### config.mk
export PLATFORM = sky130hd
export DESIGN_NAME = alu32_cmd_issuer
export DESIGN_NICKNAME = d
export VERILOG_FILES = /design/src/rtl/alu32_cmd_issuer.sv
export SDC_FILE = /design/constraint.sdc
export NUM_CORES = 1
export LEC_CHECK = 0
export CORE_ASPECT_RATIO = 0.5
export CORE_MARGIN = 4
export CORE_UTILIZATION = 55
export DETAILED_ROUTE_END_ITERATION = 8
export DONT_BUFFER_PORTS = 1
export PLACE_DENSITY = 0.74
export SLEW_MARGIN = 20
export SYNTH_ARGS = -nofsm -noshare
export SYNTH_HDL_FRONTEND = slang
export SYNTH_SLANG_ARGS = --single-unit
### constraint.sdc
create_clock -name clk -period 7.79 [get_ports clk]
set_clock_uncertainty 0.15 [all_clocks]
set_input_delay 0.779 -clock clk [delete_from_list [all_inputs] [get_ports clk]]
set_output_delay 0.779 -clock clk [all_outputs]
set_load 0.03 [all_outputs]
### src/rtl/alu32_cmd_issuer.sv
// Command front end for the 32-bit combinational ALU: buffers requests in an
// in-order FIFO, drives one command at a time and returns tagged results.
module alu32_cmd_issuer #(
  parameter int unsigned DEPTH = 4,
  parameter int unsigned TAG_W = 4
) (
  input  logic                     clk,
  input  logic                     rst,
  input  logic                     cmd_valid,
  output logic                     cmd_ready,
  input  logic [4:0]               cmd_op,
  input  logic [31:0]              cmd_a,
  input  logic [31:0]              cmd_b,
  input  logic [TAG_W-1:0]         cmd_tag,
  output logic                     alu_en,
  output logic [4:0]               alu_op,
  output logic [31:0]              alu_in1,
  output logic [31:0]              alu_in2,
  input  logic [32:0]              alu_out,
  output logic                     rsp_valid,
  input  logic                     rsp_ready,
  output logic [32:0]              rsp_data,
  output logic [TAG_W-1:0]         rsp_tag,
  output logic                     rsp_err,
  output logic [$clog2(DEPTH):0]   count
);

  localparam int unsigned PTR_W = $clog2(DEPTH);
  localparam int unsigned CNT_W = PTR_W + 1;
  localparam logic [4:0]  OP_DIV = 5'b00101;

  typedef struct packed {
    logic [4:0]       op;
    logic [31:0]      a;
    logic [31:0]      b;
    logic [TAG_W-1:0] tag;
  } cmd_t;

  typedef enum logic [1:0] {IDLE, DRIVE, RESP} state_t;

  function automatic logic op_legal(input logic [4:0] op);
    case (op)
      5'b00000, 5'b00001, 5'b00010, 5'b00100, 5'b01000,
      5'b00011, 5'b11000, 5'b00110, 5'b00101, 5'b01010: op_legal = 1'b1;
      default:                                          op_legal = 1'b0;
    endcase
  endfunction

  state_t           state_q, state_d;
  cmd_t             mem_q [DEPTH];
  logic [PTR_W-1:0] wr_ptr_q, wr_ptr_d, rd_ptr_q, rd_ptr_d;
  logic [CNT_W-1:0] count_q, count_d;
  logic             alu_en_q, alu_en_d;
  logic [4:0]       alu_op_q, alu_op_d;
  logic [31:0]      alu_in1_q, alu_in1_d, alu_in2_q, alu_in2_d;
  logic             rsp_valid_q, rsp_valid_d;
  logic [32:0]      rsp_data_q, rsp_data_d;
  logic [TAG_W-1:0] rsp_tag_q, rsp_tag_d;
  logic             rsp_err_q, rsp_err_d;

  cmd_t cmd_in, head;
  logic push, pop, fifo_empty, head_ok;

  assign cmd_in     = {cmd_op, cmd_a, cmd_b, cmd_tag};
  assign cmd_ready  = (count_q < CNT_W'(DEPTH));
  assign push       = cmd_valid && cmd_ready;
  assign fifo_empty = (count_q == '0);
  assign head       = mem_q[rd_ptr_q];
  // Divide by zero is reported as an error rather than handed to the ALU
  assign head_ok    = op_legal(head.op) && !((head.op == OP_DIV) && (head.b == 32'd0));

  // FIFO storage carries no reset; occupancy is tracked by count_q
  always_ff @(posedge clk) begin
    if (push) mem_q[wr_ptr_q] <= cmd_in;
  end

  always_comb begin
    wr_ptr_d = wr_ptr_q + PTR_W'(push);
    rd_ptr_d = rd_ptr_q + PTR_W'(pop);
    count_d  = count_q + CNT_W'(push) - CNT_W'(pop);
  end

  always_ff @(posedge clk or posedge rst) begin
    if (rst) state_q <= IDLE;
    else     state_q <= state_d;
  end

  always_comb begin
    state_d = state_q;
    case (state_q)
      IDLE:    if (!fifo_empty) state_d = DRIVE;
      DRIVE:   state_d = RESP;
      RESP:    if (rsp_ready) state_d = fifo_empty ? IDLE : DRIVE;
      default: state_d = IDLE;
    endcase
  end

  always_comb begin
    pop         = 1'b0;
    alu_en_d    = 1'b0;
    alu_op_d    = alu_op_q;
    alu_in1_d   = alu_in1_q;
    alu_in2_d   = alu_in2_q;
    rsp_valid_d = rsp_valid_q;
    rsp_data_d  = rsp_data_q;
    rsp_tag_d   = rsp_tag_q;
    rsp_err_d   = rsp_err_q;
    if ((state_q != DRIVE) && (state_d == DRIVE)) begin
      alu_en_d  = head_ok;
      alu_op_d  = head.op;
      alu_in1_d = head.a;
      alu_in2_d = head.b;
    end
    case (state_q)
      DRIVE: begin
        pop         = 1'b1;
        rsp_valid_d = 1'b1;
        rsp_tag_d   = head.tag;
        rsp_data_d  = head_ok ? alu_out : 33'd0;
        rsp_err_d   = !head_ok;
      end
      RESP:    if (rsp_ready) rsp_valid_d = 1'b0;
      default: ;
    endcase
  end

  always_ff @(posedge clk or posedge rst) begin
    if (rst) begin
      wr_ptr_q    <= '0;
      rd_ptr_q    <= '0;
      count_q     <= '0;
      alu_en_q    <= 1'b0;
      alu_op_q    <= '0;
      alu_in1_q   <= '0;
      alu_in2_q   <= '0;
      rsp_valid_q <= 1'b0;
      rsp_data_q  <= '0;
      rsp_tag_q   <= '0;
      rsp_err_q   <= 1'b0;
    end else begin
      wr_ptr_q    <= wr_ptr_d;
      rd_ptr_q    <= rd_ptr_d;
      count_q     <= count_d;
      alu_en_q    <= alu_en_d;
      alu_op_q    <= alu_op_d;
      alu_in1_q   <= alu_in1_d;
      alu_in2_q   <= alu_in2_d;
      rsp_valid_q <= rsp_valid_d;
      rsp_data_q  <= rsp_data_d;
      rsp_tag_q   <= rsp_tag_d;
      rsp_err_q   <= rsp_err_d;
    end
  end

  assign alu_en    = alu_en_q;
  assign alu_op    = alu_op_q;
  assign alu_in1   = alu_in1_q;
  assign alu_in2   = alu_in2_q;
  assign rsp_valid = rsp_valid_q;
  assign rsp_data  = rsp_data_q;
  assign rsp_tag   = rsp_tag_q;
  assign rsp_err   = rsp_err_q;
  assign count     = count_q;

endmodule

**Word level (Yosys, flattened, before mapping)**

Memories as Yosys holds them, arrays and structs flattened.
Index checks and enable logic that the tools add are counted.

- Register bits: 118
- RAM bits: 292
- Memory bits (read-only): 32
- Logic and storage cells: 47
- Memories kept: 2

Memories:

| memory | depth | width | rd ports | clocked after Yosys merged registers in | write ports | RTL line | text |
|---|---|---|---|---|---|---|---|
| mem_q | 4 | 73 | 1 | 0 | 1 | 50 | `cmd_t mem_q [DEPTH];` |
| (no name shown) | 32 | 1 | 1 | 0 | 0 | 42 | `case (op)` |

- Add/subtract/negate cells: 4
- Order comparisons: 1
- Eq/ne operators: 6
- Multiplexer cells: 11
- Reduce and logical (&&, ||, !) cells: 11

Operators with widths:

| kind | number |
|---|---|
| $mux W33 | 1 |
| $logic_not A32 Y1 | 1 |
| $mux W1 | 6 |
| $pmux W2 S3 | 1 |
| $eq A5 B3 Y1 const B | 1 |
| $add A2 B1 Y2 | 2 |
| $eq A2 B1 Y1 const B | 2 |
| $logic_and A1 B1 Y1 | 4 |
| $mux W2 | 2 |
| $add A3 B1 Y3 | 1 |
| $logic_not A3 Y1 | 1 |
| $lt A3 B3 Y1 const B | 1 |
| $sub A3 B1 Y3 | 1 |
| $eq A2 B2 Y1 const B | 1 |
| $logic_not A1 Y1 | 2 |
| $logic_not A2 Y1 | 1 |
| $ne A2 B1 Y1 const B | 1 |
| $ne A2 B2 Y1 const B | 1 |
| $pmux W1 S2 | 1 |
| $reduce_and A2 Y1 | 1 |
| $reduce_bool A2 Y1 | 1 |

**Longest topological paths before layout**

- Word-level depth: 7
- Mapped depth: 9
- Mapped depth without buffers: 8

**Least setup slack after synthesis**

OpenSTA, ideal clock, no wires.

- Path kind: reg2reg
- Start: register count_q[2], in the netlist count[2]
- End: memory mem_q[2][0] (netlist bit), enable pin
- Library setup time: 0.609 ns
- Arrival: 6.304 ns
- Required time: 7.031 ns
- Setup slack: 0.727 ns
- Stages on the path, launching flop included: 4
- Buffers on the path: 0
- Clock period less this slack: 7.063 ns
- Cells stage by stage: dfrtp_1 inv_1 nand2_1 nor3b_1

- Longest elaborated chain between the ends: 4

Ends and longest elaborated chain:

| item | RTL line | text |
|---|---|---|
| start: declaration | 52 | `logic [CNT_W-1:0] count_q, count_d;` |
| start signal: assignment | 143 | `count_q <= count_d;` |
| $lt A3 B3 Y1 | 65 | `assign cmd_ready = (count_q < CNT_W'(DEPTH));` |
| named net cmd_ready | 10 | `output logic cmd_ready,` |
| $logic_and A1 B1 Y1 | 66 | `assign push = cmd_valid && cmd_ready;` |
| $mux W1 | 74 | `if (push) mem_q[wr_ptr_q] <= cmd_in;` |
| $mux W1 (implied by the code) | 74 |  |
| end: declaration | 50 |  |

The timed path passes the listed nets, and every way through them passes these cells.

**Worst setup path after layout**

- Start: register rd_ptr_q[0]
- End: register rsp_err_q, in the netlist rsp_err

- Longest elaborated chain between the ends: 6

Ends and longest elaborated chain:

| item | RTL line | text |
|---|---|---|
| start: declaration | 51 | `logic [PTR_W-1:0] wr_ptr_q, wr_ptr_d, rd_ptr_q, rd_ptr_d;` |
| start signal: assignment | 142 | `rd_ptr_q <= rd_ptr_d;` |
| $mem_v2 Z4 W73 (*) | - |  |
| parallel branches: the longest is 3 deep, another holds $mem_v2 Z32 W1 | - |  |
| $logic_and A1 B1 Y1 (*) | 70 | `assign head_ok = op_legal(head.op) && !((head.op == OP_DIV) && (head.b == 32'd0));` |
| $logic_not A1 Y1 (*) | 120 | `rsp_err_d = !head_ok;` |
| end signal: assignment | 151 | `rsp_err_q <= rsp_err_d;` |
| end: declaration | 59 | `logic rsp_err_q, rsp_err_d;` |

Mark *: on every way between the ends.
A chain may end at the register's enable or synchronous reset.

==> impl_metrics.py <==
metrics = {
    "run_status": {
        "status": "finished, final reports clean",
    },
    "cells_and_area": {
        "regArea_um2": 11700,
        "nets": 880,
        "drive_gt1_frac": 0.265,
        "final_util": 0.626,
        "num_antenna_cells": 0,
        "syn_to_final_growth_pct": 10.2,
        "final_cell_count_no_fill": 1167,
        "multi_input_area_um2": 3230,
        "fillers": 1844,
    },
    "pwr": {
        "p_leak_uw": 0.00594,
        "ir_drop_uv": 187,
        "cellPowerDensity_nw_per_um2": 422,
    },
    "synthesis": {
        "synth_flop_cell": "edfxtp_1",
        "syn-cell-area_um2": 15300,
        "synth_top_cell_area_share": 0.574,
        "synth-edff-count": 292,
        "ys.warnings.count": 0,
        "netlist_instances": 748,
        "synth_top_cell_by_area": "edfxtp_1",
        "ys_async_sr_fraction": 0.288,
        "yosys.cell_types.count": 33,
        "ys_seq_area_frac": 0.767,
        "synth_nets": 863,
        "ys_ff_latch": 410,
        "syn_avg_cell_area_um2": 20.4,
        "yosysMostFrequentCell": "edfxtp_1",
        "synth_common_cells": "edfxtp_1 (292), dfrtp_1 (118), mux2_2 (70)",
        "synth_area_leaders": "edfxtp_1 (57%), dfrtp_1 (19%), mux4_2 (9.9%), mux2_2 (5.2%), o31ai_1 (1.5%)",
    },
    "global_route": {
        "grt_max_degree": 77,
        "first_global_vias": 7341,
        "grtUsageTotal": 0.189,
        "antenna_found_initial": 0,
        "grt.overflow.total": 0,
        "grt_pass1_wl_um": 44400,
    },
    "sta": {
        "worst_slew_pin_slew_ns": 1.06,
        "setup_viol": 0,
        "final_max_slew_viol_count": 0,
        "fin_crit_sh": 0.536,
        "finalSetupTns_ns": 0,
        "post-route-min-period_ns": 4.17,
        "timing.fmax_ghz": 0.240,
        "final_hold_viol_count": 0,
        "relSlewSlack": 0.296,
        "rsz0062_at_grt": "false",
    },
    "setup_path": {
        "arrival_ns": 4.49,
        "worstPathMaxFanout": 39,
        "r2r_cells": 7,
        "critPathKind": "reg -> reg",
        "critPathCaptureType": "flip-flop",
        "required_ns": 8.10,
        "startpoint_type": "flip-flop",
    },
    "clock_tree": {
        "ctsRootBufferMaster": "clkbuf_16",
        "cts.path.max_buffers": 3,
        "cts_tree": "done",
        "cts_max_level": 2,
        "cts_sinks": 410,
        "clock_latency_ns": 0.53,
        "cts_made_buffers": 36,
        "clk_pin_slew_ns": 0.07,
    },
    "floorplan": {
        "die-height_um": 126,
        "ioPinCount": 223,
        "fp.dieArea_um2": 30700,
        "start_util": 0.568,
        "rows": 42,
        "core_area_um2": 26900,
        "fp.dieW_um": 244,
    },
    "drt": {
        "wirelength_um": 29000,
        "drt_pass1_iterations": 4,
        "dr.first_iter.drc_count": 504,
        "antenna_left": 0,
        "dr_total_vias": 6881,
        "post_drt_wl_per_cell_um": 24.8,
        "via_per_inst": 5.90,
        "drc": 0,
    },
    "placement": {
        "gpl.final_weighted_congestion": 0.762,
        "portBuffers": 0,
        "dp_hpwl_um": 17300,
        "dp.cells": 1099,
    },
    "run": {
        "cap_viol_max_count": 0,
    },
    "worst_hold_path": {
        "hp-class": "in -> reg",
        "hold_depth": 0,
    },
}
routing by layer:
metal	vias up	part of all wire	GRT usage
met1	3675	0.40	0.241
li1	2962	-	-
met3	42	0.078	0.0605
met4	0	0.018	0.0428
met5	-	0	0
met2	202	0.51	0.325
flip-flops by register name (all words and copies together) (netlist names):
register,cells
mem_q,292
alu_in1,32
alu_op,5
alu_in2,32
wr_ptr_q,2
rsp_data,33
rd_ptr_q,2
count,3
alu_en,1
rsp_valid,1
rsp_err,1
rsp_tag,4
state_q,2
per-stage QoR:
stage | total power [µW] | hold slack, ns | area (µm²) | setup WS [ns]
5_1_grt | 7450 | 0.163 | 16800 | 3.30
6_report | 7110 | 0.194 | 16800 | 3.62
3_5_place_dp | 5450 | 0.366 | 15700 | 3.60
3_3_place_gp | 5380 | 0.336 | 15700 | 3.60
4_1_cts | 7190 | 0.169 | 16800 | 3.58
2_1_floorplan | 5040 | 0.318 | 15300 | 0.727
report_power, final:
group | switching [µW] | internal (µW)
logic | 770 | 818
clock network | 763 | 973
registers | 915 | 2870
critical path, stage by stage (launching register included):
cell and delay, ns:
dfrtp_4 0.96, buf_4 0.72, mux4_1 0.68, nor4_1 0.46, nand4_1 0.22, o31ai_4 0.24, buf_4 0.39, mux2_2 0.23
final cells by class:
class                      count  area share
multi-input combinational    263       0.192
sequential                   410       0.697
tap                          374      0.0278
timing repair buffer          13     0.00691
clock inverter                17     0.00803
inverter                      41     0.00944
clock buffer                  49      0.0594
worst paths after layout:
path / startpoint / end / slack [ns]
worst max register to register: rd_ptr_q[0] / rsp_err / 3.62
worst min register to register: state_q[1] / rsp_valid / 0.38
min in group asynchronous: rst / alu_in2[22] / 0.62
worst min-delay path: cmd_b[16] / mem_q[0][20] / 0.19
max in group asynchronous: rst / rd_ptr_q[0] / 5.69
worst max-delay path: rd_ptr_q[0] / rsp_err / 3.62
layout by cell type, fill, tap and decap left out, types with 10 or more instances in the layout:
cell and n:
edfxtp_1 292, dfrtp_1 116, mux2_2 70, mux4_2 67, nand2_1 49, inv_1 40, clkbuf_16 37, o31ai_1 30
buf_4 10
what timing repair did:
item                                   in CTS  in global routing
setup buffers                               0                  0
hold buffers                                1                  0
resized for setup                           0                  0
endpoints found under the hold margin       8                  0
logic make-up (layout without fill, tap and decap cells):
kind of cell / after synthesis / in the layout / share of synthesized area
muxes: 143 / 143 / 0.161
AOI/OAI and AO/OA: 39 / 39 / 0.0207
DFF: 410 / 410 / 0.767
and+or+nand+nor: 72 / 72 / 0.0211
adders and majority gates: 5 / 5 / 0.00459
buffers and inverters: 75 / 120 / 0.0233
xor gates and xnor gates: 4 / 4 / 0.00229
(Power assumes the default switching activity.)
